<file path="src/rtl/bcd_display_scanner_if.sv">
// Signal bundle between the digit source (master) and the seven-segment scanner (slave).
// The slave drives the segment, decimal-point and anode pins plus the scan position.
interface bcd_display_scanner_if #(
  parameter int NUM_DIGITS = 2
);
  localparam int IDX_W = (NUM_DIGITS > 1) ? $clog2(NUM_DIGITS) : 1;

  logic                    enable;
  logic                    load;
  logic [4*NUM_DIGITS-1:0] digits_in;
  logic [NUM_DIGITS-1:0]   dp_in;
  logic                    lz_suppress;
  logic [6:0]              seg_n;
  logic                    dp_n;
  logic [NUM_DIGITS-1:0]   an;
  logic [IDX_W-1:0]        scan_idx;

  modport master (
    output enable, load, digits_in, dp_in, lz_suppress,
    input  seg_n, dp_n, an, scan_idx
  );

  modport slave (
    input  enable, load, digits_in, dp_in, lz_suppress,
    output seg_n, dp_n, an, scan_idx
  );
endinterface

</file>
<file path="src/rtl/bcd_display_scanner.sv">
// Time-multiplexed seven-segment driver: one shared decoder and segment bus, one digit per
// refresh slot, with a dark dead-time at the start of each slot to stop ghosting.
module bcd_display_scanner #(
  parameter int NUM_DIGITS    = 2,
  parameter int REFRESH_DIV   = 100000,
  parameter int BLANK_CYCLES  = 1000,
  parameter bit HEX_MODE      = 1'b0,
  parameter bit AN_ACTIVE_LOW = 1'b1
) (
  input  logic                  clk,
  input  logic                  rst,
  bcd_display_scanner_if.slave  bus
);
  localparam int IDX_W = (NUM_DIGITS > 1) ? $clog2(NUM_DIGITS) : 1;
  localparam int CNT_W = $clog2(REFRESH_DIV);
  localparam logic [6:0] SEG_OFF = 7'b1111111;

  logic [CNT_W-1:0]            pre_cnt_q, pre_cnt_d;
  logic [IDX_W-1:0]            scan_idx_q, scan_idx_d;
  logic [NUM_DIGITS-1:0][3:0]  dig_q, dig_d;
  logic [NUM_DIGITS-1:0]       dp_q, dp_d;
  logic [6:0]                  seg_q, seg_d;
  logic                        dpn_q, dpn_d;
  logic [NUM_DIGITS-1:0]       an_q, an_d;
  logic [IDX_W-1:0]            idx_o_q, idx_o_d;
  logic [NUM_DIGITS-1:0]       lz_blank;
  logic                        zero_run;
  logic                        in_blank;

  function automatic logic [6:0] seg_decode(input logic [3:0] c);
    logic [6:0] s;
    case (c)
      4'd0:    s = 7'b0000001;
      4'd1:    s = 7'b1001111;
      4'd2:    s = 7'b0010010;
      4'd3:    s = 7'b0000110;
      4'd4:    s = 7'b1001100;
      4'd5:    s = 7'b0100100;
      4'd6:    s = 7'b0100000;
      4'd7:    s = 7'b0001111;
      4'd8:    s = 7'b0000000;
      4'd9:    s = 7'b0001100;
      4'd10:   s = HEX_MODE ? 7'b0001000 : SEG_OFF;
      4'd11:   s = HEX_MODE ? 7'b1100000 : SEG_OFF;
      4'd12:   s = HEX_MODE ? 7'b0110001 : SEG_OFF;
      4'd13:   s = HEX_MODE ? 7'b1000010 : SEG_OFF;
      4'd14:   s = HEX_MODE ? 7'b0110000 : SEG_OFF;
      default: s = HEX_MODE ? 7'b0111000 : SEG_OFF;
    endcase
    return s;
  endfunction

  generate
    if (BLANK_CYCLES == 0) begin : g_noblank
      assign in_blank = 1'b0;
    end else begin : g_blank
      assign in_blank = (pre_cnt_q < CNT_W'(BLANK_CYCLES));
    end
  endgenerate

  // Prescaler and digit pointer only advance while scanning; disable freezes both.
  always_comb begin
    pre_cnt_d  = pre_cnt_q;
    scan_idx_d = scan_idx_q;
    if (bus.enable) begin
      if (pre_cnt_q == CNT_W'(REFRESH_DIV - 1)) begin
        pre_cnt_d  = '0;
        scan_idx_d = (scan_idx_q == IDX_W'(NUM_DIGITS - 1)) ? '0 : scan_idx_q + IDX_W'(1);
      end else begin
        pre_cnt_d = pre_cnt_q + CNT_W'(1);
      end
    end
  end

  always_comb begin
    dig_d = dig_q;
    dp_d  = dp_q;
    if (bus.load) begin
      dig_d = bus.digits_in;
      dp_d  = bus.dp_in;
    end
  end

  // A digit is a leading zero when it and every more-significant digit are zero.
  always_comb begin
    lz_blank = '0;
    zero_run = 1'b1;
    for (int i = NUM_DIGITS - 1; i >= 1; i--) begin
      zero_run    = zero_run & (dig_q[i] == 4'd0);
      lz_blank[i] = zero_run;
    end
  end

  always_comb begin
    seg_d   = SEG_OFF;
    dpn_d   = 1'b1;
    an_d    = '0;
    idx_o_d = scan_idx_q;
    if (bus.enable && !in_blank) begin
      an_d[scan_idx_q] = 1'b1;
      dpn_d            = ~dp_q[scan_idx_q];
      if (!(bus.lz_suppress && lz_blank[scan_idx_q]))
        seg_d = seg_decode(dig_q[scan_idx_q]);
    end
  end

  always_ff @(posedge clk) begin
    if (rst) begin
      pre_cnt_q  <= '0;
      scan_idx_q <= '0;
      dig_q      <= '0;
      dp_q       <= '0;
      seg_q      <= SEG_OFF;
      dpn_q      <= 1'b1;
      an_q       <= '0;
      idx_o_q    <= '0;
    end else begin
      pre_cnt_q  <= pre_cnt_d;
      scan_idx_q <= scan_idx_d;
      dig_q      <= dig_d;
      dp_q       <= dp_d;
      seg_q      <= seg_d;
      dpn_q      <= dpn_d;
      an_q       <= an_d;
      idx_o_q    <= idx_o_d;
    end
  end

  assign bus.seg_n    = seg_q;
  assign bus.dp_n     = dpn_q;
  assign bus.an       = AN_ACTIVE_LOW ? ~an_q : an_q;
  assign bus.scan_idx = idx_o_q;
endmodule

</file>
<file path="src/flat_wrapper.sv">
// flat-port wrapper written by rule: the top's interface ports become plain ports
module bcd_display_scanner_flat 
#(
  parameter int NUM_DIGITS    = 2,
  parameter int REFRESH_DIV   = 100000,
  parameter int BLANK_CYCLES  = 1000,
  parameter bit HEX_MODE      = 1'b0,
  parameter bit AN_ACTIVE_LOW = 1'b1
)
  (clk, rst, bus_enable, bus_load, bus_digits_in, bus_dp_in, bus_lz_suppress, bus_seg_n, bus_dp_n, bus_an, bus_scan_idx);
  bcd_display_scanner_if #(.NUM_DIGITS(NUM_DIGITS)) bus_i ();
  input  logic clk;
  input  logic rst;
  input wire logic [$bits(bus_i.enable)-1:0] bus_enable;
  input wire logic [$bits(bus_i.load)-1:0] bus_load;
  input wire logic [$bits(bus_i.digits_in)-1:0] bus_digits_in;
  input wire logic [$bits(bus_i.dp_in)-1:0] bus_dp_in;
  input wire logic [$bits(bus_i.lz_suppress)-1:0] bus_lz_suppress;
  output wire logic [$bits(bus_i.seg_n)-1:0] bus_seg_n;
  output wire logic [$bits(bus_i.dp_n)-1:0] bus_dp_n;
  output wire logic [$bits(bus_i.an)-1:0] bus_an;
  output wire logic [$bits(bus_i.scan_idx)-1:0] bus_scan_idx;
  assign bus_i.enable = bus_enable;
  assign bus_i.load = bus_load;
  assign bus_i.digits_in = bus_digits_in;
  assign bus_i.dp_in = bus_dp_in;
  assign bus_i.lz_suppress = bus_lz_suppress;
  assign bus_seg_n = bus_i.seg_n;
  assign bus_dp_n = bus_i.dp_n;
  assign bus_an = bus_i.an;
  assign bus_scan_idx = bus_i.scan_idx;
  bcd_display_scanner #(.NUM_DIGITS(NUM_DIGITS), .REFRESH_DIV(REFRESH_DIV), .BLANK_CYCLES(BLANK_CYCLES), .HEX_MODE(HEX_MODE), .AN_ACTIVE_LOW(AN_ACTIVE_LOW)) u_core (.clk(clk), .rst(rst), .bus(bus_i));
endmodule
</file>
<file path="config.mk">
export PLATFORM = sky130hd
export DESIGN_NAME = bcd_display_scanner_flat
export DESIGN_NICKNAME = d
export VERILOG_FILES = /design/src/rtl/bcd_display_scanner_if.sv /design/src/rtl/bcd_display_scanner.sv /design/src/flat_wrapper.sv
export SDC_FILE = /design/constraint.sdc
export NUM_CORES = 1
export LEC_CHECK = 0
export ABC_AREA = 1
export ABC_CLOCK_PERIOD_IN_PS = 3350
export CAP_MARGIN = 25
export CORE_MARGIN = 2
export CORE_UTILIZATION = 55
export CTS_CLUSTER_DIAMETER = 30
export DETAILED_ROUTE_END_ITERATION = 10
export DONT_BUFFER_PORTS = 1
export PLACE_DENSITY_LB_ADDON = 0.12
export SYNTH_ARGS = -nofsm -noshare
export SYNTH_HDL_FRONTEND = slang
export SYNTH_SLANG_ARGS = --single-unit
</file>
<file path="constraint.sdc">
create_clock -name clk -period 3.35 [get_ports clk]
set_input_delay 0.67 -clock clk [delete_from_list [all_inputs] [get_ports clk]]
set_output_delay 0.67 -clock clk [all_outputs]
set_load 0.01 [all_outputs]
</file>
==> reports/qor.csv, run 1 <==
metric,value,unit
total via count in the routed design,1675,
internal reg-to-reg setup slack,1700,ps
capture instance of the worst register-to-register path,u_core.bus.seg_n[0],
drc violations,0,
"critical path fanouts, max",13,
FF-to-FF Start,u_core.idx_o_d,
synthesized netlist cell count,289,
ratio of final minimum period to clock period,49.2,%
detail-routed via count per cell,4.97,
Post-Syn Area,1930,sq um
Hold Crit Depth,1,
outcome,finished clean,
transition time of the tightest slew-check pin,433,ps
CTS clock-pin slew for the worst setup and hold paths,110,ps
antenna violations before repair,0,
startpoint of the tightest hold check path,rst,
DRT iter0 DRCs,112,
endpoint of the worst hold path,u_core.pre_cnt_q[13],
overall die area,4010,sq um
net count after synthesis,311,
Total Negative Setup Slacks,0,ps
logic depth of the worst register-to-register path,7,
number of buffers created by CTS,5,
first-pass GRT wire length,6600,um
Lkg Pwr,0.000835,uW
Resized Gates After CTS,0,
clk sink count,39,
wire per inst,11.3,um
floorplan core area,3360,sq um
"wirelength, routed",3810,um
required time at the endpoint of the critical path,3580,ps
setup clock skew after layout,6.48,ps
number of H-tree levels,2,
number of warnings issued by yosys,0,
CP max stage cell,sky130_fd_sc_hd__dfxtp_1,
maximum vdd ir drop,0.304,mV
Area growth syn-to-layout,4.46,%
die height,63.3,um
weighted congestion at the end of routability-driven global placement,0.900,
std cell rows,21,
startpoint-to-endpoint class of the critical path,reg2reg,
endpoints failing hold,0,
cell types occupying the most area after synthesis,"sky130_fd_sc_hd__dfxtp_1, sky130_fd_sc_hd__nand2_1, sky130_fd_sc_hd__nor2_1, sky130_fd_sc_hd__inv_1, sky130_fd_sc_hd__nand3_1",
most frequent standard cell in the layout excluding fill and tap cells,sky130_fd_sc_hd__nand2_1,
Antenna Cells,0,
area of all placed cells without fillers,2020,sq um
initial standard-cell utilization of the core,57.5,%
number of iterations in the first detailed-routing pass,4,
fraction of layout cells with a size suffix above 1,6.19,%
library cells used by synthesis,26,
number of slew-limit violations in the final report,0,
pin count of the biggest net entering global routing,15,
library cell occupying the most area in the post-synthesis netlist,sky130_fd_sc_hd__dfxtp_1,
number of buffers inserted by post-CTS setup repair,0,
remaining antenna violation count,0,
setup violation total in the final timing report,0,
Bufs and invs on worst path,2,
GRT Util Overall,20.9,%
clock tree from TritonCTS,yes,
most frequent cells in the layout,"sky130_fd_sc_hd__nand2_1, sky130_fd_sc_hd__nor2_1, sky130_fd_sc_hd__inv_1, sky130_fd_sc_hd__dfxtp_1",
Max Cap Violations,0,
category of the worst setup path launch point,flop,
maximum operating frequency,0.607,GHz
DP Area,1960,sq um
insertion delay to the later sink of the worst-skew pair,340,ps
Hold Buf Count CTS,0,
number of flip-flops and latches in the synthesized netlist,39,
sequential cell area fraction in the yosys report,40.4,%
unrepaired setup endpoints after global routing,no,
vias in the first global route,1508,
Setup crit end kind,flop,
critical path arrival,1870,ps
max incr delay on CP,440,ps
maximum clock path buffer count,2,
Period minus WS final,1650,ps
Relative slew margins,70.9,%
Worst path top cell family by delay,flip-flops,
post-synth top area share,40.4,%
number of top-level design ports,26,
global-route congestion overflow total,0,
die width,63.3,um
average cell area after synthesis,6.69,sq um
clock root buffer,sky130_fd_sc_hd__clkbuf_4,
classification of the worst-slack hold path,in2reg,
fin nets,313,
HPWL reported at the end of detailed placement,2890,um
crit-path cells,o21ai_0 > inv_1 > ha_1 > inv_1 > nand2_1 > nand3_1 > nand3_1,
worst setup path start,u_core.idx_o_d,
Power per Cell Area,384,nW/um^2
IO buf count,0,
==> worst max-delay path by stage <==
stage	to	cells after the start	slack (ps)
6_report	u_core.bus.seg_n[0]	7	1700
3_5_place_dp	u_core.bus.seg_n[0]	7	1730
2_1_floorplan	u_core.pre_cnt_q[11]	8	1880
3_3_place_gp	u_core.bus.seg_n[0]	7	1790
5_1_grt	u_core.bus.seg_n[1]	7	1500
4_1_cts	u_core.bus.seg_n[1]	7	1720
==> metrics by stage <==
stage | total power [uW] | utilization [%] | hold WS, ps | worst slack [ps] | std cells
floorplan | 536 | - | 447 | 1880 | 289
global placement | 544 | 58.4 | 464 | 1790 | 330
detailed placement | 544 | 58.4 | 472 | 1730 | 330
CTS | 784 | 60.1 | 370 | 1720 | 337
global route | 817 | 60.1 | 362 | 1500 | 337
finish | 776 | 60.1 | 382 | 1700 | 337
==> registers in the layout, indices dropped and copies added, names as in the netlist <==
register,flops
u_core.pre_cnt_q,17
u_core.dig_q,8
u_core.bus.seg_n,7
u_core.an_q,2
u_core.dp_q,2
u_core.bus.dp_n,1
u_core.bus.scan_idx,1
u_core.idx_o_d,1
==> area by class of cell <==
class / count / area [sq um]
multi-input cells: 205 / 976
well taps: 46 / 57.6
clock inverters: 1 / 5.00
clock buffers: 6 / 51.3
flip-flops and latches: 39 / 781
inverters: 40 / 150
fillers: 350 / 1340
==> metal layers <==
layer	GRT usage [%]	routed length (um)	share of wire (%)
met5	0	0	0
met4	7.34	42	1.1
met3	5.36	207	5.4
met2	31.9	1580	42
met1	28.7	1980	52
==> report_power, final <==
part,switching [uW],internal [uW]
logic,35.1,17.6
clock network,144,97.3
registers,7.11,474
total,187,589
==> kinds of logic (layout without fill, tap and decap cells) <==
kind of cell,after synthesis,after routing,synth area share [%]
buf+inv,45,47,9.18
simple gates,162,162,35.1
compound gates,34,34,9.96
flops,39,39,40.4
fa+ha+maj,7,7,4.53
xor+xnor,2,2,0.906
==> synth_stat cells <==
master,n
sky130_fd_sc_hd__o21ai_1,1
sky130_fd_sc_hd__nor3_2,1
sky130_fd_sc_hd__o21a_1,1
sky130_fd_sc_hd__buf_4,2
sky130_fd_sc_hd__nor2_4,1
sky130_fd_sc_hd__dfxtp_1,39
sky130_fd_sc_hd__ha_1,7
sky130_fd_sc_hd__xor2_1,2
sky130_fd_sc_hd__nor2_1,60
sky130_fd_sc_hd__inv_2,1
sky130_fd_sc_hd__o21bai_1,3
sky130_fd_sc_hd__o22ai_1,1
sky130_fd_sc_hd__nand4_1,4
sky130_fd_sc_hd__or2_2,1
sky130_fd_sc_hd__nand2_2,2
sky130_fd_sc_hd__clkbuf_1,2
sky130_fd_sc_hd__buf_2,1
sky130_fd_sc_hd__inv_1,39
sky130_fd_sc_hd__nor2_2,3
sky130_fd_sc_hd__nand2_1,65
sky130_fd_sc_hd__o21ai_2,2
sky130_fd_sc_hd__a21oi_1,6
sky130_fd_sc_hd__o2111ai_1,1
sky130_fd_sc_hd__nor3_1,6
sky130_fd_sc_hd__o21ai_0,19
sky130_fd_sc_hd__nand3_1,19
(Power assumes the default switching activity.)
==> inputs of run 2 (changes only) <==
Settings changed: ABC_CLOCK_PERIOD_IN_PS 3350 to 1700.
Clock period 3.35 ns to 1.7 ns, I/O delays scaled along.
==> reports/qor.csv, run 2 (same netlist as run 1, synthesis figures left out) <==
metric,value,unit,change
floorplan core area,3360,sq um,unchanged
area of the multi-input gates,978,sq um,+0.26%
Lkg Pwr,0.000835,uW,about the same
maximum vdd ir drop,0.416,mV,+37%
overall die area,4010,sq um,unchanged
sequential cell area,783,sq um,+0.32%
initial standard-cell utilization of the core,57.5,%,unchanged
total via count in the routed design,1732,,+3.4%
Resized Gates After CTS,0,,unchanged
clk sink count,39,,unchanged
classification of the worst-slack hold path,in2reg,,
pin count of the biggest net entering global routing,15,,unchanged
clock tree from TritonCTS,yes,,
std cell rows,21,,unchanged
critical path arrival,1750,ps,-120 ps
setup clock skew after layout,7.56,ps,+1.07 ps
detail-routed via count per cell,5.11,,+2.8%
outcome,finished clean,,
DP Area,1970,sq um,+0.38%
crit-path cells,ha_1 > nand2_2 > nor2_1 > inv_1 > nor2_2 > nor2_1 > nand2_1 > nor2_1,,
transition time of the tightest slew-check pin,370,ps,-62.8 ps
CP max stage cell,sky130_fd_sc_hd__dfxtp_1,,
number of top-level design ports,26,,unchanged
most frequent standard cell in the layout excluding fill and tap cells,sky130_fd_sc_hd__nand2_1,,
Hold Buf Count CTS,0,,unchanged
startpoint-to-endpoint class of the critical path,reg2reg,,
global-route congestion overflow total,0,,unchanged
maximum clock path buffer count,2,,unchanged
startpoint of the tightest hold check path,rst,,
IO buf count,0,,unchanged
CTS clock-pin slew for the worst setup and hold paths,120,ps,about the same
number of buffers inserted by post-CTS setup repair,0,,unchanged
Power per Cell Area,749,nW/um^2,+95%
antenna violations before repair,0,,unchanged
Antenna Cells,0,,unchanged
fin nets,314,,+0.32%
Total Negative Setup Slacks,0,ps,unchanged
endpoints failing hold,0,,unchanged
unrepaired setup endpoints after global routing,no,,
setup violation total in the final timing report,0,,unchanged
vias in the first global route,1557,,+3.2%
clock root buffer,sky130_fd_sc_hd__clkbuf_4,,
number of buffers created by CTS,5,,unchanged
number of slew-limit violations in the final report,0,,unchanged
DRT iter0 DRCs,122,,+8.9%
category of the worst setup path launch point,flop,,
required time at the endpoint of the critical path,1970,ps,-1610 ps
Setup crit end kind,flop,,
max incr delay on CP,400,ps,-40 ps
die height,63.3,um,unchanged
insertion delay to the later sink of the worst-skew pair,350,ps,about the same
maximum operating frequency,0.672,GHz,+11%
number of iterations in the first detailed-routing pass,4,,unchanged
Relative slew margins,75.2,%,+4.3 points
"critical path fanouts, max",6,,-7
Area growth syn-to-layout,4.98,%,
weighted congestion at the end of routability-driven global placement,0.898,,-0.26%
fraction of layout cells with a size suffix above 1,7.51,%,+1.3 points
HPWL reported at the end of detailed placement,2930,um,+1.5%
cell type with the highest occurrence count on the critical path,sky130_fd_sc_hd__nor2_1,,
first-pass GRT wire length,6940,um,+5.2%
number of flip-flops under the largest register name,17,,unchanged
ratio of final minimum period to clock period,87.5,%,+38 points
wire per inst,11.4,um,+0.61%
worst setup path start,u_core.pre_cnt_q[1],,
remaining antenna violation count,0,,unchanged
number of H-tree levels,2,,unchanged
most frequent cells in the layout,"sky130_fd_sc_hd__nand2_1, sky130_fd_sc_hd__nor2_1, sky130_fd_sc_hd__inv_1",,
die width,63.3,um,unchanged
GRT Util Overall,21.6,%,+0.71 points
area of all placed cells without fillers,2030,sq um,+0.50%
drc violations,0,,unchanged
"wirelength, routed",3860,um,+1.2%
Fillers,347,,-0.86%
Max Cap Violations,0,,unchanged
FF-to-FF Start,u_core.pre_cnt_q[1],,
Period minus WS final,1490,ps,-160 ps
Biggest register,u_core.pre_cnt_q,,
## run 2: per-stage QoR
stage	utilization, %	setup slack [ps]	std cells	total power [uW]	hold slack (ps)
after global routing	60.4	29.9	339	1590	21.9
after detailed placement	58.6	104	331	1070	415
after global placement	58.6	174	331	1070	413
after CTS	60.2	82.7	339	1540	25.7
after floorplan	-	361	289	1060	447
final	60.4	213	339	1520	37.9
## run 2: per-layer routing
metal / vias to the layer above / part of all wire, % / global-route usage (%)
li1: 908 / - / -
met4: 0 / 0.78 / 5.71
met1: 755 / 50 / 31.6
met5: - / 0 / 0
met2: 66 / 40 / 31.3
met3: 3 / 8.5 / 6.07
## run 2: path summary, 6_finish.rpt
path	end	slack (ps)	cells after the start
worst max-delay path	u_core.pre_cnt_q[14]	210	8
worst min-delay path	u_core.pre_cnt_q[13]	40	1
worst max register to register	u_core.pre_cnt_q[14]	210	8
worst min register to register	u_core.dig_q[6]	490	2
## run 2: worst max-delay path, delay by kind of cell, from the launching register on
| family | cells | cell delay, ps |
|---|---|---|
| and+or+nand+nor | 6 | 720 |
| adders and majority gates | 1 | 220 |
| buffers and inverters | 1 | 70 |
| DFF | 1 | 400 |
## run 2: final cells by class
cell class / count / share of cell area, %
Clock buffer: 6 / 2.03
Clock inverter: 2 / 0.616
Inverter: 40 / 7.39
Multi-Input combinational cell: 205 / 48.2
Sequential cell: 39 / 38.6
Tap cell: 46 / 2.83
Timing Repair Buffer: 1 / 0.370
## run 2: power breakdown
part	internal (uW)	total [uW]	switching, uW
Combinational	34.7	104	69.0
Clock	160	468	308
Sequential	935	950	14.5
==> inputs of run 3 (changes only) <==
--- a/config.mk
+++ b/config.mk
@@ -8,5 +8,5 @@
 export ABC_AREA = 1
-export ABC_CLOCK_PERIOD_IN_PS = 1700
+export ABC_CLOCK_PERIOD_IN_PS = 1300
 export CAP_MARGIN = 25
-export CORE_MARGIN = 2
+export CORE_MARGIN = 3
 export CORE_UTILIZATION = 55
==> constraint.sdc (replaced) <==
create_clock -name clk -period 1.3 [get_ports clk]
set_input_delay 0.26 -clock clk [delete_from_list [all_inputs] [get_ports clk]]
set_output_delay 0.26 -clock clk [all_outputs]
set_load 0.05 [all_outputs]
==> reports/qor.csv, run 3 (same netlist as run 1, synthesis figures left out) <==
metric,value,unit,change
crit-path cells,buf_4 > nand3_1 > nor2_1 > nand3_2 > nor2_1 > nand2_1 > nand2_1 > nor2_1,,
wire per inst,13.7,um,+21%
antenna violations before repair,0,,unchanged
DRT iter0 DRCs,117,,-4.1%
violated checks,setup timing,,
Post-Route Utilization,80.6,%,+20 points
Max Cap Violations,0,,unchanged
fraction of layout cells with a size suffix above 1,32.6,%,+25 points
CP max stage cell,sky130_fd_sc_hd__dfxtp_2,,
transition time of the tightest slew-check pin,482,ps,+112 ps
clock tree from TritonCTS,yes,,
minimum setup slack after placement,-125,ps,-229 ps
DP Area,2190,sq um,+11%
pin count of the biggest net entering global routing,15,,unchanged
outcome,finished with violations,,
vias in the first global route,1753,,+13%
endpoints failing hold,0,,unchanged
IO buf count,0,,unchanged
critical path arrival,1620,ps,-130 ps
unrepaired setup endpoints after global routing,yes,,
number of top-level design ports,26,,unchanged
Hold Crit Depth,2,,+1
cell type with the highest occurrence count on the critical path,sky130_fd_sc_hd__nor2_1,,
clock root buffer,sky130_fd_sc_hd__clkbuf_4,,
initial standard-cell utilization of the core,60.4,%,+2.9 points
required time at the endpoint of the critical path,1560,ps,-410 ps
Relative slew margins,67.8,%,-7.3 points
weighted congestion at the end of routability-driven global placement,0.960,,+6.8%
Setup crit end kind,flop,,
first-pass GRT wire length,7800,um,+12%
Biggest register,u_core.pre_cnt_q,,
fin nets,352,,+12%
setup clock skew after layout,5.98,ps,-1.57 ps
Power per Cell Area,957,nW/um^2,+28%
maximum operating frequency,0.737,GHz,+9.6%
count of non-filler cells in the finished layout,375,,+11%
die height,65.3,um,+3.2%
max incr delay on CP,370,ps,-30 ps
remaining antenna violation count,0,,unchanged
detail-routed via count per cell,5.20,,+1.8%
std cell rows,20,,-4.8%
drc violations,0,,unchanged
ratio of final minimum period to clock period,104,%,+17 points
Antenna Cells,0,,unchanged
number of H-tree levels,2,,unchanged
total via count in the routed design,1950,,+13%
Lkg Pwr,0.00112,uW,+34%
maximum clock path buffer count,2,,unchanged
"wirelength, routed",5150,um,+34%
category of the worst setup path launch point,flop,,
most frequent standard cell in the layout excluding fill and tap cells,sky130_fd_sc_hd__nand2_1,,
number of flip-flops under the largest register name,17,,unchanged
Total Negative Setup Slacks,-275,ps,-275 ps
Area growth syn-to-layout,33.5,%,
overall die area,4260,sq um,+6.4%
logic depth of the worst register-to-register path,8,,unchanged
insertion delay to the later sink of the worst-skew pair,360,ps,about the same
number of slew-limit violations in the final report,0,,unchanged
setup violation total in the final timing report,11,,+11
classification of the worst-slack hold path,in2reg,,
maximum vdd ir drop,0.937,mV,+120%
GRT Util Overall,24.0,%,+2.4 points
floorplan core area,3200,sq um,-4.8%
number of iterations in the first detailed-routing pass,5,,+1
"critical path fanouts, max",5,,-1
most frequent cells in the layout,"sky130_fd_sc_hd__nand2_1, sky130_fd_sc_hd__nor2_1, sky130_fd_sc_hd__inv_1",,
area of all placed cells without fillers,2580,sq um,+27%
number of buffers created by CTS,5,,unchanged
cell count after placement,359,,+8.5%
clk sink count,39,,unchanged
HPWL reported at the end of detailed placement,3470,um,+18%
global-route congestion overflow total,0,,unchanged
Period minus WS final,1360,ps,-131 ps
die width,65.3,um,+3.2%
CTS clock-pin slew for the worst setup and hold paths,120,ps,about the same
startpoint-to-endpoint class of the critical path,reg2reg,,
final critical-path setup slack,-56.4,ps,-269 ps
-- run 3: cell types whose count changed in the layout (fill, tap and decap cells not counted), moves of 5 or more --
cell	previous run	this run
sky130_fd_sc_hd__nand3_2	0	8
sky130_fd_sc_hd__nor2_1	59	50
sky130_fd_sc_hd__nand3_1	19	11
sky130_fd_sc_hd__nor2_4	1	6
sky130_fd_sc_hd__dfxtp_1	37	26
sky130_fd_sc_hd__nand2_1	65	56
sky130_fd_sc_hd__buf_4	1	34
sky130_fd_sc_hd__nand2_2	2	9
sky130_fd_sc_hd__o21ai_0	18	13
sky130_fd_sc_hd__dfxtp_2	2	9
-- run 3: path summary, 6_finish.rpt --
path                            slack [ps]                   end           startpoint
worst max-delay path                   -60  u_core.pre_cnt_q[15]  u_core.pre_cnt_q[1]
worst min-delay path                    30        u_core.dp_q[1]         bus_dp_in[1]
worst min register to register         490       u_core.dig_q[7]      u_core.dig_q[7]
worst max register to register         -60  u_core.pre_cnt_q[15]  u_core.pre_cnt_q[1]
-- run 3: worst max-delay path: cells and delay by family, from the launching register on --
kind	cells	cell delay, ps
AND/OR/NAND/NOR	7	760
flip-flops	1	370
buffers and inverters	1	120
-- run 3: power breakdown --
group	switching (uW)	internal, uW	leakage [uW]	total (uW)
clock	421	600	0.0000525	1020
sequential	21.0	1220	0.000323	1240
combinational	123	90.0	0.000742	213
total	564	1910	0.00112	2470
-- run 3: per-stage QoR --
stage	total power (uW)	hold WS, ps
floorplan	1380	395
global placement	1430	334
detailed placement	1430	335
CTS	2450	23.0
global route	2570	29.2
finish	2470	33.5
-- run 3: routing by layer --
metal	part of all wire (%)	vias up	GRT usage [%]
met1	42	860	31.8
met5	0	-	0
met3	9.3	12	7.35
met4	2.2	0	7.51
li1	-	983	-
met2	46	95	37.3
-- run 3: area by class of cell --
class	count	area, sq um
fill	219	621
sequential	39	807
inverter	40	150
tap	44	55.1
multi-input combinational	205	1160
clock inverter	2	60.1
clock buffer	6	41.3
timing repair buffer	39	310
-- run 3: repair_timing --
item,CTS,global route
endpoints found under the setup margin,20,27
gates resized for setup,22,52
hold buffers,1,0
setup buffers,3,4
endpoints found under the hold margin,3,0
pin swaps,4,20
